**src/rtl/stego_job_sequencer_pkg.sv**
```systemverilog
// Shared definitions for the steganography core control/respond register pair:
// control bit positions, finish bit, job status codes and sequencer states.
package stego_job_sequencer_pkg;

    localparam int CTRL_RESETN = 0;
    localparam int CTRL_START  = 1;
    localparam int CTRL_MODE   = 2;
    localparam int CTRL_PSENB  = 3;
    localparam int CTRL_BITS   = 4;

    localparam int RESP_FINISH = 0;

    typedef enum logic [1:0] {
        STATUS_OK       = 2'd0,
        STATUS_TIMEOUT  = 2'd1,
        STATUS_ABORTED  = 2'd2,
        STATUS_BAD_SIZE = 2'd3
    } job_status_t;

    typedef enum logic [2:0] {
        SEQ_IDLE     = 3'd0,
        SEQ_HOLD_RST = 3'd1,
        SEQ_CONFIG   = 3'd2,
        SEQ_START    = 3'd3,
        SEQ_WAIT     = 3'd4,
        SEQ_DONE     = 3'd5
    } seq_state_t;

    // Packs the live control bits; upper register bits are always zero.
    function automatic logic [CTRL_BITS-1:0] ctrl_word(input logic resetn,
                                                       input logic start,
                                                       input logic mode,
                                                       input logic ps_enb);
        logic [CTRL_BITS-1:0] w;
        w = '0;
        w[CTRL_RESETN] = resetn;
        w[CTRL_START]  = start;
        w[CTRL_MODE]   = mode;
        w[CTRL_PSENB]  = ps_enb;
        return w;
    endfunction

endpackage

```
**src/rtl/stego_job_sequencer_timeout_counter.sv**
```systemverilog
// Counts enabled cycles since the last clear; expired flags the cycle that is
// the TIMEOUT_CYCLES-th enabled cycle.
module stego_timeout_counter #(
    parameter int TIMEOUT_CYCLES = 1000000
) (
    input  logic clk,
    input  logic rst_n,
    input  logic clear,
    input  logic enable,
    output logic expired
);

    localparam int CNT_W = $clog2(TIMEOUT_CYCLES + 1);
    localparam logic [CNT_W-1:0] CNT_LAST = CNT_W'(TIMEOUT_CYCLES - 1);

    logic [CNT_W-1:0] count_reg;

    always_ff @(posedge clk) begin
        if (!rst_n || clear) begin
            count_reg <= '0;
        end else if (enable && (count_reg != CNT_LAST)) begin
            count_reg <= count_reg + 1'b1;
        end
    end

    assign expired = enable && (count_reg == CNT_LAST);

endmodule

```
**src/rtl/stego_job_sequencer.sv**
```systemverilog
// Turns one job request into the core's reset/config/start/wait control
// sequence and reports completion status with a one-cycle done pulse.
module stego_job_sequencer
    import stego_job_sequencer_pkg::*;
#(
    parameter int                   REG_WIDTH      = 32,
    parameter int                   RST_CYCLES     = 4,
    parameter int                   TIMEOUT_CYCLES = 1000000,
    parameter logic [REG_WIDTH-1:0] MAX_MSG        = REG_WIDTH'(32'h0AAAAAAA)
) (
    input  logic                 clk,
    input  logic                 rst_n,
    input  logic                 job_valid,
    output logic                 job_ready,
    input  logic                 job_mode,
    input  logic                 job_ps_enb,
    input  logic [REG_WIDTH-1:0] job_pic_size,
    input  logic [REG_WIDTH-1:0] job_msg_size,
    input  logic                 abort,
    output logic [REG_WIDTH-1:0] control_signal,
    output logic [REG_WIDTH-1:0] picture_size,
    output logic [REG_WIDTH-1:0] message_size,
    input  logic [REG_WIDTH-1:0] respond_signal,
    output logic                 busy,
    output logic                 done,
    output logic [1:0]           status
);

    localparam int HOLD_W = (RST_CYCLES > 1) ? $clog2(RST_CYCLES) : 1;
    localparam logic [HOLD_W-1:0] HOLD_LAST = HOLD_W'(RST_CYCLES - 1);

    seq_state_t           state_reg;
    job_status_t          status_reg;
    logic [HOLD_W-1:0]    hold_cnt_reg;
    logic [CTRL_BITS-1:0] control_reg;
    logic [REG_WIDTH-1:0] pic_reg;
    logic [REG_WIDTH-1:0] msg_reg;
    logic                 mode_reg;
    logic                 ps_enb_reg;
    logic                 done_reg;
    logic                 abort_active;
    logic                 timeout_expired;
    logic                 unused_resp;

    assign unused_resp = ^respond_signal[REG_WIDTH-1:1];

    assign abort_active = abort && (state_reg != SEQ_IDLE) && (state_reg != SEQ_DONE);

    // Clearing during CONFIG means the count starts from zero as START is entered.
    stego_timeout_counter #(
        .TIMEOUT_CYCLES(TIMEOUT_CYCLES)
    ) u_timeout (
        .clk    (clk),
        .rst_n  (rst_n),
        .clear  (state_reg == SEQ_CONFIG),
        .enable (state_reg == SEQ_WAIT),
        .expired(timeout_expired)
    );

    always_ff @(posedge clk) begin
        if (!rst_n) begin
            state_reg    <= SEQ_IDLE;
            status_reg   <= STATUS_OK;
            hold_cnt_reg <= '0;
            control_reg  <= '0;
            pic_reg      <= '0;
            msg_reg      <= '0;
            mode_reg     <= 1'b0;
            ps_enb_reg   <= 1'b0;
            done_reg     <= 1'b0;
        end else begin
            done_reg <= 1'b0;
            if (abort_active) begin
                // Dropping reset_n on the DONE cycle resets the core mid-job.
                state_reg   <= SEQ_DONE;
                status_reg  <= STATUS_ABORTED;
                done_reg    <= 1'b1;
                control_reg <= ctrl_word(1'b0, 1'b0, mode_reg, ps_enb_reg);
            end else begin
                case (state_reg)
                    SEQ_IDLE: begin
                        control_reg <= ctrl_word(1'b1, 1'b0, 1'b0, 1'b0);
                        if (job_valid) begin
                            if (job_msg_size > MAX_MSG) begin
                                state_reg   <= SEQ_DONE;
                                status_reg  <= STATUS_BAD_SIZE;
                                done_reg    <= 1'b1;
                                control_reg <= '0;
                            end else begin
                                state_reg    <= SEQ_HOLD_RST;
                                hold_cnt_reg <= '0;
                                mode_reg     <= job_mode;
                                ps_enb_reg   <= job_ps_enb;
                                pic_reg      <= job_pic_size;
                                msg_reg      <= job_msg_size;
                                control_reg  <= ctrl_word(1'b0, 1'b0, job_mode, job_ps_enb);
                            end
                        end
                    end
                    SEQ_HOLD_RST: begin
                        if (hold_cnt_reg == HOLD_LAST) begin
                            state_reg   <= SEQ_CONFIG;
                            control_reg <= ctrl_word(1'b1, 1'b0, mode_reg, ps_enb_reg);
                        end else begin
                            hold_cnt_reg <= hold_cnt_reg + 1'b1;
                        end
                    end
                    SEQ_CONFIG: begin
                        state_reg   <= SEQ_START;
                        control_reg <= ctrl_word(1'b1, 1'b1, mode_reg, ps_enb_reg);
                    end
                    SEQ_START: begin
                        state_reg <= SEQ_WAIT;
                    end
                    SEQ_WAIT: begin
                        // Finish outranks a simultaneous timeout.
                        if (respond_signal[RESP_FINISH]) begin
                            state_reg   <= SEQ_DONE;
                            status_reg  <= STATUS_OK;
                            done_reg    <= 1'b1;
                            control_reg <= ctrl_word(1'b1, 1'b0, mode_reg, ps_enb_reg);
                        end else if (timeout_expired) begin
                            state_reg   <= SEQ_DONE;
                            status_reg  <= STATUS_TIMEOUT;
                            done_reg    <= 1'b1;
                            control_reg <= ctrl_word(1'b1, 1'b0, mode_reg, ps_enb_reg);
                        end
                    end
                    SEQ_DONE: begin
                        state_reg   <= SEQ_IDLE;
                        control_reg <= ctrl_word(1'b1, 1'b0, 1'b0, 1'b0);
                    end
                    default: begin
                        state_reg   <= SEQ_IDLE;
                        control_reg <= '0;
                    end
                endcase
            end
        end
    end

    generate
        for (genvar gi = 0; gi < REG_WIDTH; gi++) begin : g_ctrl
            if (gi < CTRL_BITS) begin : g_live
                assign control_signal[gi] = control_reg[gi];
            end else begin : g_zero
                assign control_signal[gi] = 1'b0;
            end
        end
    endgenerate

    assign picture_size = pic_reg;
    assign message_size = msg_reg;
    assign busy         = (state_reg != SEQ_IDLE);
    assign job_ready    = (state_reg == SEQ_IDLE);
    assign done         = done_reg;
    assign status       = status_reg;

endmodule

```
**config.mk**
```make
export PLATFORM = sky130hd
export DESIGN_NAME = stego_job_sequencer
export DESIGN_NICKNAME = d
export VERILOG_FILES = /design/src/rtl/stego_job_sequencer_pkg.sv /design/src/rtl/stego_job_sequencer_timeout_counter.sv /design/src/rtl/stego_job_sequencer.sv
export SDC_FILE = /design/constraint.sdc
export NUM_CORES = 1
export LEC_CHECK = 0
export CORE_UTILIZATION = 41
export DETAILED_ROUTE_END_ITERATION = 10
export PLACE_DENSITY = 0.78
export SLEW_MARGIN = 10
export SYNTH_ARGS = -nofsm -noshare
export SYNTH_HDL_FRONTEND = slang
export SYNTH_SLANG_ARGS = --single-unit
```
**constraint.sdc**
```tcl
create_clock -name clk -period 2.32 [get_ports clk]
set_input_delay 0.464 -clock clk [delete_from_list [all_inputs] [get_ports clk]]
set_output_delay 0.464 -clock clk [all_outputs]
set_load 0.005 [all_outputs]
```
# [After elaboration in Yosys (flattened, before gate mapping)]
# Index checks and enable logic that the tools add are counted.
[classes] n_bitwise=4 n_reduce_logical=20 div_mod_pow=0 n_shift=0 n_addsub=2 magnitude_cmp=1 multipliers=0 muxes=30 eq_ne=20
[ops] operator="32-bit by 28-bit greater-than comparator with 1-bit output, second input constant" n=1
[ops] operator="4-bit two-way mux" n=6
[ops] operator="4-bit case mux with 6 select lines" n=1
[ops] operator="20-bit by 1-bit adder with 20-bit output, second input constant" n=1
[ops] operator="20-bit equality test, second input constant" n=1
[ops] operator="20-bit != test, second input constant" n=1
[ops] operator="3-bit two-way mux" n=6
[ops] operator="2-bit two-way mux" n=8
[ops] operator="3-bit case mux with 5 select lines" n=1
[ops] operator="3-bit AND reduction" n=4
[ops] operator="4-bit AND reduction" n=3
[ops] operator="2-bit != test, second input constant" n=5
[ops] operator="3-bit != test, second input constant" n=3
[ops] operator="2-bit case mux with 2 select lines" n=2
[ops] operator="3-bit by 2-bit equality test with 1-bit output, second input constant" n=2
[ops] operator="3-bit equality test, second input constant" n=2
[ops] operator="3-bit nonzero test" n=2
[ops] operator="1-bit two-way mux" n=5
[ops] operator="5-bit AND reduction" n=1
[ops] operator="1-bit logical AND" n=4
[ops] operator="4-bit != test, second input constant" n=1
[ops] operator="1-bit NOT" n=4
[ops] operator="2-bit nonzero test" n=2
[ops] operator="3-bit by 1-bit equality test with 1-bit output, second input constant" n=1
[ops] operator="10 further kinds" n=10
[word_totals] output_inout_bits=101 word_cells=90 ramBits=0 memories=0 in_bits=102 ff_bits=98 rom_bits=0 latchBits=0

# [Logic depth before layout (Yosys ltp)]
[logic_depth] word_depth=6 ltp_mapped=11 depth_no_buf=8

# [Hierarchy]
# Synthesis repeated with hierarchy kept, for this count alone.
[unflattened] cells_unflattened=546 hier_area_um2=4715.8
[modules_own_cells] module="stego_job_sequencer" cells_per_inst=431 seq_area_each_um2=1561.5 area_each_um2=3686.0 n_inst=1
[modules_own_cells] module="stego_timeout_counter" cells_per_inst=115 seq_area_each_um2=400.4 area_each_um2=1029.7 n_inst=1

# [Worst setup path after synthesis]
# Ideal clock, no wire load.
[synth_path] path_kind="input -> register" start="input job_msg_size[31]" end="register status_reg[1] (netlist: status[1])" setup_ns=0.072 cell_stages=7 setup_slack_ns=-0.005 required_time_ns=2.248 t_arrival_ns=2.253 cell_sequence="or4_1 and4b_1 and2_1 a21oi_1 buf_2 a2111oi_4 mux2i_1"
[synth_between] elab_chain_len=3
[synth_rtl] item="start, declared" line="stego_job_sequencer.sv:18" text="input logic [REG_WIDTH-1:0] job_msg_size,"
[synth_rtl] item="32-bit by 28-bit greater-than comparator with 1-bit output" line="stego_job_sequencer.sv:84" text="if (job_msg_size > MAX_MSG) begin"
[synth_rtl] item="3-bit by 1-bit != test with 1-bit output (no source line)"
[synth_rtl] item="4-bit AND reduction (no source line)"
[synth_rtl] item="end signal, assigned" line="stego_job_sequencer.sv:76" text="status_reg <= STATUS_ABORTED;"
[synth_rtl] item="end signal, assigned" line="stego_job_sequencer.sv:86" text="status_reg <= STATUS_BAD_SIZE;"
[synth_rtl] item="end signal, assigned" line="stego_job_sequencer.sv:119" text="status_reg <= STATUS_OK;"
[synth_rtl] item="end, declared" line="stego_job_sequencer.sv:33" text="job_status_t status_reg;"
# Every way passes these cells.
# A chain may end at the register's enable or synchronous reset.

# [Worst setup path after layout]
[layout_path] start="input job_msg_size[10]" end="register state_reg[2]"
[layout_between] elab_chain_len=5
[layout_rtl] item="32-bit by 28-bit greater-than comparator with 1-bit output" line="stego_job_sequencer.sv:84"
[layout_rtl] item="3-bit two-way mux" line="stego_job_sequencer.sv:84"
[layout_rtl] item="3-bit two-way mux" line="stego_job_sequencer.sv:83" text="if (job_valid) begin"
[layout_rtl] item="3-bit case mux with 5 select lines" line="stego_job_sequencer.sv:80" text="case (state_reg)"
[layout_rtl] item="3-bit two-way mux" line="stego_job_sequencer.sv:73" text="if (abort_active) begin"
[layout_rtl] item="end signal, assigned" line="stego_job_sequencer.sv:75" text="state_reg <= SEQ_DONE;"
[layout_rtl] item="end signal, assigned" line="stego_job_sequencer.sv:85" text="state_reg <= SEQ_DONE;"
[layout_rtl] item="end signal, assigned" line="stego_job_sequencer.sv:90" text="state_reg <= SEQ_HOLD_RST;"
[layout_rtl] item="end, declared" line="stego_job_sequencer.sv:32" text="seq_state_t state_reg;"
# Every way passes these cells. The select of a mux whose other input is x is not followed.

==> impl_metrics.yaml <==
outcome:
  outcome: "complete, no violations"
logic_synthesis:
  synth_largest_area_cell: "dfxtp_1"
  synth_seq_cells: 98
  synth_cells: 694
  synth_top_area_share_pct: 35.8
  synth_async_sr_flop_share_pct: 0
  yosys_warnings: 0
  ys_seq_area_share_pct: 35.8
  synth-edff-count: 0
  ys_top_cells_by_count: "98 x dfxtp_1, 91 x nand3_1, 53 x nand2_1"
  ys.flop_type: "dfxtp_1"
  syn_area_mm2: 0.00549
  synth.area.top_cells: "dfxtp_1 36%, nand3_1 8.3%, o211ai_1 6.7%, nand4_1 5.7%, o22a_1 5.1%"
  synth_cell_type_count: 56
  yosysMostFrequentCell: "dfxtp_1"
  synth_area_per_cell_um2: 7.90
die:
  die-height_um: 118
  die_area_mm2: 0.0138
  die_w_um: 118
  core_mm2: 0.0128
  pin_count: 203
  rows: 41
  start_util_pct: 42.8
clocking:
  clockRootBuffer: "clkbuf_16"
  cts_buffers: 9
  cts_tree: "yes"
  clk_pin_slew_ps: 60
  clk_latency_ps: 350
  cts_buffer_depth: 2
  cts.sinks: 98
  cts_htree_levels: 3
drt:
  post_drt_wl_per_cell_um: 15.5
  via_per_inst: 5.59
  drt-initial-drc-count: 427
  drc: 0
  drt_wl_total_um: 15900
  dr.pass1.iters: 7
  via_count: 5740
  drtAntennaViolNets: 0
pwr:
  intPower_mw: 3.10
  p_leak_nw: 2.78
  p_sw_mw: 1.13
  p_per_area_mw_per_mm2: 539
  pwr-share-comb_pct: 20.9
  power_frac_seq_pct: 42.8
  vdd_drop_max_mv: 0.349
  switching_share_pct: 26.8
  clkPwrFrac_pct: 36.3
setup_path:
  startpoint: "job_msg_size[10]"
  critical_path_arrival_ps: 2470
  worstSetupEndpointType: "flop"
  worstSetupStartpointType: "input port"
  path_max_fanout: 6
  required_ps: 2560
  rr_startpoint: "u_timeout.count_reg[6]"
  crit_type: "in -> reg"
timing:
  slew-limit-headroom_pct: 53.4
  final-setup-viol-count: 0
  skew_ps: 3.64
  slew_violations: 0
  tightest_slew_ps: 698
  finalCriticalPeriod_ps: 2230
  grt_setup_unrepaired: "no"
  hold_ws_ps: 458
  fin_ws_ps: 88.2
  max_freq_mhz: 448
  finalHoldViolCount: 0
  period_share_pct: 96.2
global_routing:
  grt_start_max_net_pins: 54
  grt_pass1_vias: 5093
  antenna_found_initial: 0
  grt-ovfl-total: 0
  grt_pass1_wl_um: 25600
  grt_use_total_pct: 22.5
finish:
  final_nets: 953
  drive_above_1_share_pct: 12.6
  stdcell_count: 1026
  areaGrowthSynthToFinish_pct: 43.0
  diodes: 0
place:
  dp_cells: 1006
  place.gp.congestion: 0.850
  post-place-ws_ps: -458
  port_buffers: 143
  place_hpwl_um: 10600
min_path:
  hold_class: "reg -> reg"
  hold_start: "control_reg[0]"
run:
  maxCapViolCount: 0
[metrics by stage]
stage | setup TNS [ps] | power, mW | area (µm²) | utilization, %
CTS | -10.3 | 4.23 | 7750 | 60.4
floorplan | 0 | 2.29 | 5590 | -
detailed placement | -27390 | 2.69 | 7370 | 57.5
global placement | -25540 | 2.69 | 7370 | 57.5
global route | 0 | 4.40 | 7840 | 61.2
finish | 0 | 4.23 | 7840 | 61.2
[kinds of logic (layout without fill, tap and decap cells)]
kind of cell	Yosys count	count (layout)	share of synthesized area, %
buffers and inverters	104	237	9.24
other	1	28	0.0684
AO/OA/AOI/OAI	148	148	20.0
AND/OR/NAND/NOR	320	320	31.0
multiplexers	3	3	0.570
XOR/XNOR	18	18	2.87
adder cells (fa/ha/maj)	2	2	0.456
flip-flops	98	98	35.8
[power by group through the flow]
| stage | Sequential (mW) | Combinational, mW | Clock, mW |
|---|---|---|---|
| floorplan | 1.84 | 0.450 | 0 |
| global placement | 1.85 | 0.844 | 0 |
| detailed placement | 1.85 | 0.850 | 0 |
| CTS | 1.81 | 0.863 | 1.56 |
| global route | 1.82 | 0.958 | 1.63 |
| finish | 1.81 | 0.882 | 1.53 |
[cell type report]
cell class                 instances  area, µm²
clock inverter                     2       35.0
sequential                        98       1960
fill                            1074       4980
timing repair buffer             211       2140
tap                              172        215
multi-input combinational        519       3180
clock buffer                      14        264
inverter                          10       37.5
[critical path, stage by stage]
cell	delay (ps)
clkdlybuf4s50_1	450
buf_4	160
a211oi_1	210
o21a_1	170
o32ai_2	80
buf_4	160
a21o_4	250
buf_6	140
and3_1	160
o221a_2	210
[cells in the final DEF (no fill, tap or decap), types with 3 or more instances in the layout]
cell type / netlist / routed
conb_1: 1 / 28
clkbuf_16: 0 / 10
a31oi_1: 17 / 17
nand2_1: 53 / 53
buf_6: 0 / 3
clkdlybuf4s50_1: 0 / 138
inv_1: 10 / 9
dlymetal6s2s_1: 0 / 4
o211ai_1: 49 / 49
buf_12: 0 / 10
clkbuf_1: 52 / 3
dfxtp_1: 98 / 97
nor2b_1: 3 / 3
nor3_1: 6 / 6
xnor2_1: 11 / 11
a211oi_1: 5 / 5
nor2_1: 49 / 48
or3_1: 33 / 33
nand4_1: 50 / 50
and3_1: 8 / 7
buf_4: 28 / 53
a21oi_1: 15 / 14
o21ai_0: 17 / 16
o22a_1: 32 / 32
nand3_1: 91 / 91
xor2_1: 7 / 7
[layer usage]
| layer | part of all wire, % | global-route usage, % |
|---|---|---|
| met1 | 46 | 30.0 |
| met2 | 45 | 34.1 |
| met5 | 0 | 0 |
| met3 | 6.6 | 6.35 |
| met4 | 2.4 | 8.81 |
[final timing paths]
| kind | to | slack (ps) | cells past startpoint |
|---|---|---|---|
| min reg2reg | control_reg[0] | 460 | 2 |
| min | control_reg[0] | 460 | 2 |
| max reg2reg | status[1] | 100 | 6 |
| max | state_reg[2] | 90 | 10 |
[repair_timing]
action | in CTS | in global routing
gates cloned | 2 | 1
setup endpoints to repair | 43 | 70
hold endpoints to repair | 0 | 0
setup buffers | 0 | 1
pin swaps | 0 | 6
gates resized for setup | 3 | 18
hold buffers | 0 | 0
(Power assumes the default switching activity.)
